==> src/rtl/stopwatch_digit_chain.sv <==
// N-digit up/down stopwatch chain: per-digit modulus, one-cycle carry/borrow ripple, preset, adjust, run/pause/done control.
// Optional build macro STOPWATCH_CHAIN_SAT_EN: up mode saturates at all-max instead of rolling over.
module stopwatch_digit_chain #(
    parameter int NUM_DIGITS = 4,
    parameter int DIGIT_W = 4,
    parameter logic [NUM_DIGITS*DIGIT_W-1:0] MAX_VEC = {4'd5, 4'd9, 4'd5, 4'd9},
    parameter logic [NUM_DIGITS*DIGIT_W-1:0] PRESET_VEC = {4'd0, 4'd1, 4'd0, 4'd0},
    localparam int SEL_W = (NUM_DIGITS > 1) ? $clog2(NUM_DIGITS) : 1
) (
    input  logic                          clk,
    input  logic                          reset,
    input  logic                          tick,
    input  logic                          start_stop,
    input  logic                          ups,
    input  logic                          load,
    input  logic                          clear,
    input  logic                          adj,
    input  logic [SEL_W-1:0]              adj_sel,
    output logic [NUM_DIGITS*DIGIT_W-1:0] digits,
    output logic                          running,
    output logic                          wrap,
    output logic                          done
);

    localparam int W = NUM_DIGITS * DIGIT_W;

    typedef enum logic [1:0] {S_IDLE, S_RUN, S_PAUSE, S_DONE} state_t;

    state_t           state, state_next;
    logic [W-1:0]     digits_next, count_up, count_dn, adj_val;
    logic             wrap_next, done_next;
    logic             all_max, dn_zero, carry, borrow, adj_ok;
    logic [DIGIT_W-1:0] d, m, ad, am;
    int               sel_idx;

    // Full ripple in one pass; a digit above its max is treated as at-max.
    always_comb begin
        count_up = digits;
        count_dn = digits;
        carry    = 1'b1;
        borrow   = 1'b1;
        all_max  = 1'b1;
        d        = '0;
        m        = '0;
        for (int i = 0; i < NUM_DIGITS; i++) begin
            d = digits[i*DIGIT_W +: DIGIT_W];
            m = MAX_VEC[i*DIGIT_W +: DIGIT_W];
            if (d < m) all_max = 1'b0;
            if (carry) begin
                if (d >= m) begin
                    count_up[i*DIGIT_W +: DIGIT_W] = '0;
                end else begin
                    count_up[i*DIGIT_W +: DIGIT_W] = d + 1'b1;
                    carry = 1'b0;
                end
            end
            if (borrow) begin
                if (d == '0) begin
                    count_dn[i*DIGIT_W +: DIGIT_W] = m;
                end else begin
                    count_dn[i*DIGIT_W +: DIGIT_W] = d - 1'b1;
                    borrow = 1'b0;
                end
            end
        end
        dn_zero = (count_dn == '0);
    end

    // Manual adjust wraps within the selected digit only; neighbours are untouched.
    always_comb begin
        sel_idx = int'(adj_sel);
        adj_ok  = (sel_idx < NUM_DIGITS);
        adj_val = digits;
        ad      = '0;
        am      = '0;
        for (int i = 0; i < NUM_DIGITS; i++) begin
            if (i == sel_idx) begin
                ad = digits[i*DIGIT_W +: DIGIT_W];
                am = MAX_VEC[i*DIGIT_W +: DIGIT_W];
                if (ups) adj_val[i*DIGIT_W +: DIGIT_W] = (ad >= am) ? '0 : ad + 1'b1;
                else     adj_val[i*DIGIT_W +: DIGIT_W] = (ad == '0) ? am : ad - 1'b1;
            end
        end
    end

    always_comb begin
        state_next  = state;
        digits_next = digits;
        wrap_next   = 1'b0;
        done_next   = 1'b0;
        if (clear) begin
            digits_next = '0;
            state_next  = S_IDLE;
        end else if (load) begin
            digits_next = PRESET_VEC;
            state_next  = S_IDLE;
        end else if (adj && adj_ok && state != S_RUN) begin
            digits_next = adj_val;
            if (state == S_DONE) state_next = S_IDLE;
        end else begin
            if (start_stop) begin
                case (state)
                    S_IDLE, S_PAUSE: if (ups || digits != '0) state_next = S_RUN;
                    S_RUN:           state_next = S_PAUSE;
                    default:         state_next = state;
                endcase
            end
            // Tick is judged against the state before any start_stop toggle.
            if (tick && state == S_RUN) begin
                if (ups) begin
`ifdef STOPWATCH_CHAIN_SAT_EN
                    if (all_max) begin
                        state_next = S_DONE;
                        done_next  = 1'b1;
                    end else begin
                        digits_next = count_up;
                    end
`else
                    digits_next = count_up;
                    wrap_next   = all_max;
`endif
                end else begin
                    digits_next = count_dn;
                    if (dn_zero) begin
                        state_next = S_DONE;
                        done_next  = 1'b1;
                    end
                end
            end
        end
    end

    always_ff @(posedge clk or negedge reset) begin
        if (!reset) begin
            state   <= S_IDLE;
            digits  <= '0;
            running <= 1'b0;
            wrap    <= 1'b0;
            done    <= 1'b0;
        end else begin
            state   <= state_next;
            digits  <= digits_next;
            running <= (state_next == S_RUN);
            wrap    <= wrap_next;
            done    <= done_next;
        end
    end

endmodule
==> config.mk <==
export PLATFORM = sky130hd
export DESIGN_NAME = stopwatch_digit_chain
export DESIGN_NICKNAME = d
export VERILOG_FILES = /design/src/rtl/stopwatch_digit_chain.sv
export SDC_FILE = /design/constraint.sdc
export NUM_CORES = 1
export LEC_CHECK = 0
export ABC_AREA = 1
export ABC_CLOCK_PERIOD_IN_PS = 2400
export BUFFER_PORTS_ARGS = -buffer_cell sky130_fd_sc_hd__buf_2
export CAP_MARGIN = 20
export CORE_MARGIN = 4
export CORE_UTILIZATION = 30
export DETAILED_ROUTE_END_ITERATION = 8
export PLACE_DENSITY = 0.45
export SYNTH_ARGS = -nofsm -noshare
export SYNTH_HDL_FRONTEND = slang
export SYNTH_SLANG_ARGS = --single-unit
==> constraint.sdc <==
create_clock -name clk -period 2.4 [get_ports clk]
set_input_delay 0.12 -clock clk [delete_from_list [all_inputs] [get_ports clk]]
set_output_delay 0.12 -clock clk [all_outputs]
set_load 0.02 [all_outputs]
# Yosys cells after proc, flatten, opt, wreduce, memory -nomap -nowiden
# Index checks and enable logic that the tools add are counted.
dict set report classes {
  add_sub_neg 8
  magnitude_cmp 8
  eq_ne 15
  muxes 62
  n_reduce_logical 17
}
# cell n
set ops {}
lappend ops {{4-bit 2-to-1 mux} 22}
lappend ops {{16-bit 2-to-1 mux} 5}
lappend ops {{1-bit 2-to-1 mux} 25}
lappend ops {{2-bit 2-to-1 mux} 9}
lappend ops {{4-bit by 1-bit adder with 4-bit output, second input constant} 4}
lappend ops {{16-bit logical NOT} 1}
lappend ops {{4-bit logical NOT} 4}
lappend ops {{4-bit != test, second input constant} 4}
lappend ops {{16-bit nonzero test} 1}
lappend ops {{4-bit by 1-bit subtractor with 4-bit output, second input constant} 4}
lappend ops {{5-bit by 1-bit != test with 1-bit output, second input constant} 3}
lappend ops {{3-bit AND reduction} 3}
lappend ops {{4-bit by 3-bit >= comparator with 1-bit output, second input constant} 2}
lappend ops {{4-bit >= comparator, second input constant} 2}
lappend ops {{4-bit by 3-bit less-than comparator with 1-bit output, second input constant} 2}
lappend ops {{4-bit less-than comparator, second input constant} 2}
lappend ops {{2-bit by 1-bit == test with 1-bit output, second input constant} 2}
lappend ops {{2-bit == test, first input constant} 2}
lappend ops {{2-bit == test, second input constant} 2}
lappend ops {{2-bit logical NOT} 2}
lappend ops {{2-bit one-hot mux with 2 select lines} 1}
lappend ops {{4-bit nonzero test} 1}
lappend ops {{1-bit by 2-bit == test with 1-bit output, first input constant} 1}
lappend ops {{1-bit logical AND} 2}
lappend ops {{4 further kinds} 4}
dict set report word_totals {
  reg_bits 21
  in_bits 10
  word_cells 118
}

# Depth between registers and ports, before layout
dict set report depth {
  depth_word 13
  ltp_mapped 15
  mapped_depth_nobuf 15
}

# Worst setup path after synthesis
# Ideal clock, no wire load.
dict set report synth_timing {
  path_type {flip-flop to flip-flop}
  from {reg digits[8]}
  to {reg running}
  setup_time_ns 0.118
  t_arrival_ns 1.863
  t_required_ns 2.282
  slack_ns 0.419
  path_stages_with_launch 15
  period_less_slack_ns 1.981
  path_cell_list {dfrtp_1 -> inv_1 -> ha_1 -> inv_1 -> nor2_1 -> nand2_1 -> inv_1 -> nand2_4 -> nand2_1 -> nand2_1 -> nand2_1 -> nor2_2 -> nand3_2 -> a21oi_2 -> nor2_1}
}
dict set report synth_via {
  elab_chain_len 12
}
# item line_no
set synth_rtl {}
lappend synth_rtl {{start: declaration} 19} ;# output logic [NUM_DIGITS*DIGIT_W-1:0] digits,
lappend synth_rtl {{start signal: assignment} 142} ;# digits <= digits_next;
lappend synth_rtl {{branches (longest 7 deep; another with 4-bit by 1-bit subtractor with 4-bit output)} -}
lappend synth_rtl {{2-bit 2-to-1 mux *} 109} ;# if (tick && state == S_RUN) begin
lappend synth_rtl {{2-bit 2-to-1 mux *} 97} ;# end else if (adj && adj_ok && state != S_RUN) begin
lappend synth_rtl {{2-bit 2-to-1 mux *} 94} ;# end else if (load) begin
lappend synth_rtl {{2-bit 2-to-1 mux *} 91} ;# if (clear) begin
lappend synth_rtl {{via state_next[1]} 29} ;# state_t state, state_next;
lappend synth_rtl {{2-bit by 1-bit == test with 1-bit output *} 143} ;# running <= (state_next == S_RUN);
lappend synth_rtl {{end signal: assignment} 143}
lappend synth_rtl {{end: declaration} 20} ;# output logic running,
# Mark *: on every way through the listed nets, which the timed path passes.
# A chain may end at the register's enable or synchronous reset.

# Worst setup path after layout
dict set report layout_timing {
  from {reg digits[9]}
  to {reg running}
}
# Same word-level chain as after synthesis.

==> summary.md <==
| Metric | Value |
|---|---|
| Commonest cells in the netlist | nand2_1 (92), inv_1 (34), nand3_1 (26), o21ai_0 (26), nor2_1 (22) |
| Starting Density | 30.69% |
| CTS tree | built |
| Hpwl dp | 4996 microns |
| CP bufs+invs | 3 |
| Switching Share | 45.97% |
| Yosys top cell by area | dfrtp_1 |
| Worst path cell trace | inv_1 > ha_1 > inv_1 > nor2_1 > nand2_1 > inv_1 > nand2_4 > nand2_1 > nand3_2 > nor2_2 > nand3_2 > a21oi_2 > nor2_1 |
| Total CTS buffers | 3 |
| First-pass DRT Iterations | 4 |
| Final hold violation count | 0 |
| CTS sink count | 21 |
| Post-Syn Area | approximately 2100 sq um |
| # rows | 30 |
| Top Ports | 29 |
| YS warnings | 0 |
| Area Overhead vs Synth | 16.17% |
| Wire per inst | 14.77 microns |
| Unrepaired setup endpoints after global routing | no |
| Hold Path Class | in2reg |
| CTS root buf | clkbuf_8 |
| Top_reg_cell synth | dfrtp_1 |
| Final Worst Setup Slack | 0.3068 ns |
| H-Tree Depth | 1 |
| Fin nets | 378 |
| Status | finished clean |
| Routed WL | 6412 microns |
| CP most frequent cell | inv_1 |
| Peak VDD IR | between 0.0001 and 0.00015 V |
| Crit path largest cell delay | 0.44 ns |
| Clock share of power | 18.5% |
| IO buf count | 28 |
| Setup TNS | 0 ns |
| DIE AREA | 8305 sq um |
| Data required, critical path | around 2.6 ns |
| Setup Crit Path Kind | reg2reg |
| Count leader, synth | nand2_1 |
| Post-route ant nets | 0 |
| Initial drt markers | just under 100 |
| Seq cells post-synth | 21 |
| CTS Buffer Depth | 2 |
| Distinct cells, synth | 38 |
| Syn avg cell area | 6.499 sq um |
| Max Slew Vio Count | 0 |
| Endpoint class of the critical path | flop |
| Mapped Nets | 342 |
| P_leak | 1.259 nW |
| Vias in the first global route | about 2200 |
| Asr flop ratio synth | 100.0% |
| Rel. slew slack | 66.43% |
| Startpoint Class | flop |
| Delay-heaviest family, CP | simple AND/OR/NAND/NOR gates |
| Worst path arrival time | 2.25 ns |
| Die Wd | 91.13 microns |
| Max Freq | 477.7 MHz |
| Post-synth top area share | 25.35% |
| Sequential power share | 31.3% |
| Top post-synthesis cells by area | dfrtp_1 (25%), nand2_1 (17%), ha_1 (7.8%) |
| Post-synth EDFFs | 0 |
| # DRC | 0 |
| Comb power frac | between 50% and 60% |
| Pwr per Cell Area | approximately 560 nW/um^2 |
| Fill cells | approximately 760 |
| Vias per cell | 5.124 |
| Antenna violations before repair | 0 |
| Pre-CTS setup slack | 0.2496 ns |
| Post-synthesis cell count | 319 |
| Reg clk slew, reported paths | 0.08 ns |
| Max_cap viols | 0 |
| Min Tclk post-route | 2.093 ns |
| Setup violators final | 0 |
| Post-synthesis sequential area ratio | 25.35% |
| Setup Skew | ~0.004 ns |
| Core footprint | 6756 sq um |
| Slew @ Worst Pin | 0.4909 ns |
| Cell internal pwr | 0.0007270 W |
| Share of cells above drive strength 1 | between 10% and 20% |
| Clock Latency Late Sink | 0.27 ns |
| GPL Wtd Cong | ~0.84 |
| Die span in y | just over 90 microns |
| Largest net degree at the start of global routing | 22 |
| Switching pwr | 0.0006186 W |
| Overall routing resource usage | approximately 16% |
| Crit share post-route | between 80 and 90% |
| DP Area | around 2300 sq um |
| Worst-path fanout max | 5 |
| First-pass GRT wire length | 10790 microns |
| Vias | around 2200 |
| Cell area after layout | roughly 2400 sq um |
| Total grt overflow | 0 |
| Ant. Diodes | 0 |
| Cell at the slowest stage of the critical path | dfrtp_1 |
sequential cells by signal, indices dropped and copies added (netlist names):
signal	cells
running	1
state	2
wrap	1
digits	16
done	1
metal layers:
layer,up-vias,track usage [%],wire (microns)
met5,-,0,0
met4,0,3.643,62
met3,7,2.568,250
met2,45,27.22,3029
met1,1029,21.17,3068
li1,1143,-,-
metrics by stage:
step	power, W	util, %	hold WS [ns]	instances
3_3_place_gp	0.001109	34.76	0.1271	429
2_1_floorplan	0.0009134	-	-0.1756	319
6_report	0.001346	35.65	0.1800	434
3_5_place_dp	0.001105	34.76	0.1253	429
5_1_grt	0.001479	35.65	0.1844	434
4_1_cts	0.001366	35.57	0.1778	434
cells in the final DEF, fill, tap and decap left out, types with 2 or more instances in the layout:
cell type,count
o21ai_0,26
inv_1,34
nand2_1,92
a21oi_1,18
buf_4,8
nor2_2,6
o221ai_1,2
a32oi_1,2
nand2_4,2
clkbuf_8,3
ha_1,12
buf_2,28
nor2_1,21
nand2_2,4
nor3_1,3
o211ai_1,2
inv_2,4
o22ai_1,9
a31oi_1,2
dfrtp_1,21
nand3_1,26
nand3_2,3
nor2_4,2
nand4_1,7
xnor2_1,2
timing repair:
action,CTS,global route
buffers inserted,0,0
hold endpoints to repair,21,0
hold buffers,1,0
resized for setup,0,2
endpoints found under the setup margin,0,1
power groups by stage:
stage	clock [W]	sequential [W]	combinational, W
floorplan	0	0.000452	0.000462
global placement	0	0.000429	0.000681
detailed placement	0	0.000429	0.000676
CTS	0.000264	0.000422	0.000679
global route	0.000278	0.000428	0.000773
finish	0.000249	0.000421	0.000676
cell families (layout without fill, tap and decap cells):
| kind of cell | Yosys count | in the layout | share of synthesized area (%) |
|---|---|---|---|
| buffers and inverters | 44 | 79 | 8.086 |
| xor gates and xnor gates | 2 | 2 | 0.8451 |
| AOI/OAI and AO/OA | 68 | 68 | 19.07 |
| DFF | 21 | 21 | 25.35 |
| and+or+nand+nor | 171 | 171 | 38.80 |
| adders and majority gates | 13 | 13 | 7.846 |
worst paths after layout:
check | from | to | slack, ns | cells past startpoint
setup / recovery | digits[9] | running | 0.31 | 13
min in group asynchronous | reset | digits[5] | 0.34 | 2
hold / removal | load | digits[8] | 0.18 | 3
max in group asynchronous | reset | state[1] | 1.72 | 2
setup reg to reg | digits[9] | running | 0.31 | 13
hold reg to reg | digits[1] | digits[1] | 0.56 | 2
final cells by class:
type	count	area, sq um	area share [%]
timing repair buffer	37	210.2	8.727
clock buffer	4	45.04	1.870
tap	80	100.1	4.156
multi-input combinational	254	1385	57.51
inverter	38	142.6	5.922
sequential	21	525.5	21.82
worst reg2reg max path: stages, from the launching register on:
cell and delay (ns):
dfrtp_1 0.44, inv_1 0.17, ha_1 0.25, inv_1 0.07, nor2_1 0.08, nand2_1 0.12
inv_1 0.18, nand2_4 0.08, nand2_1 0.10, nand3_2 0.08, nor2_2 0.12, nand3_2 0.10
a21oi_2 0.15, nor2_1 0.05
Note: power is estimated with default switching activity, not from simulation.
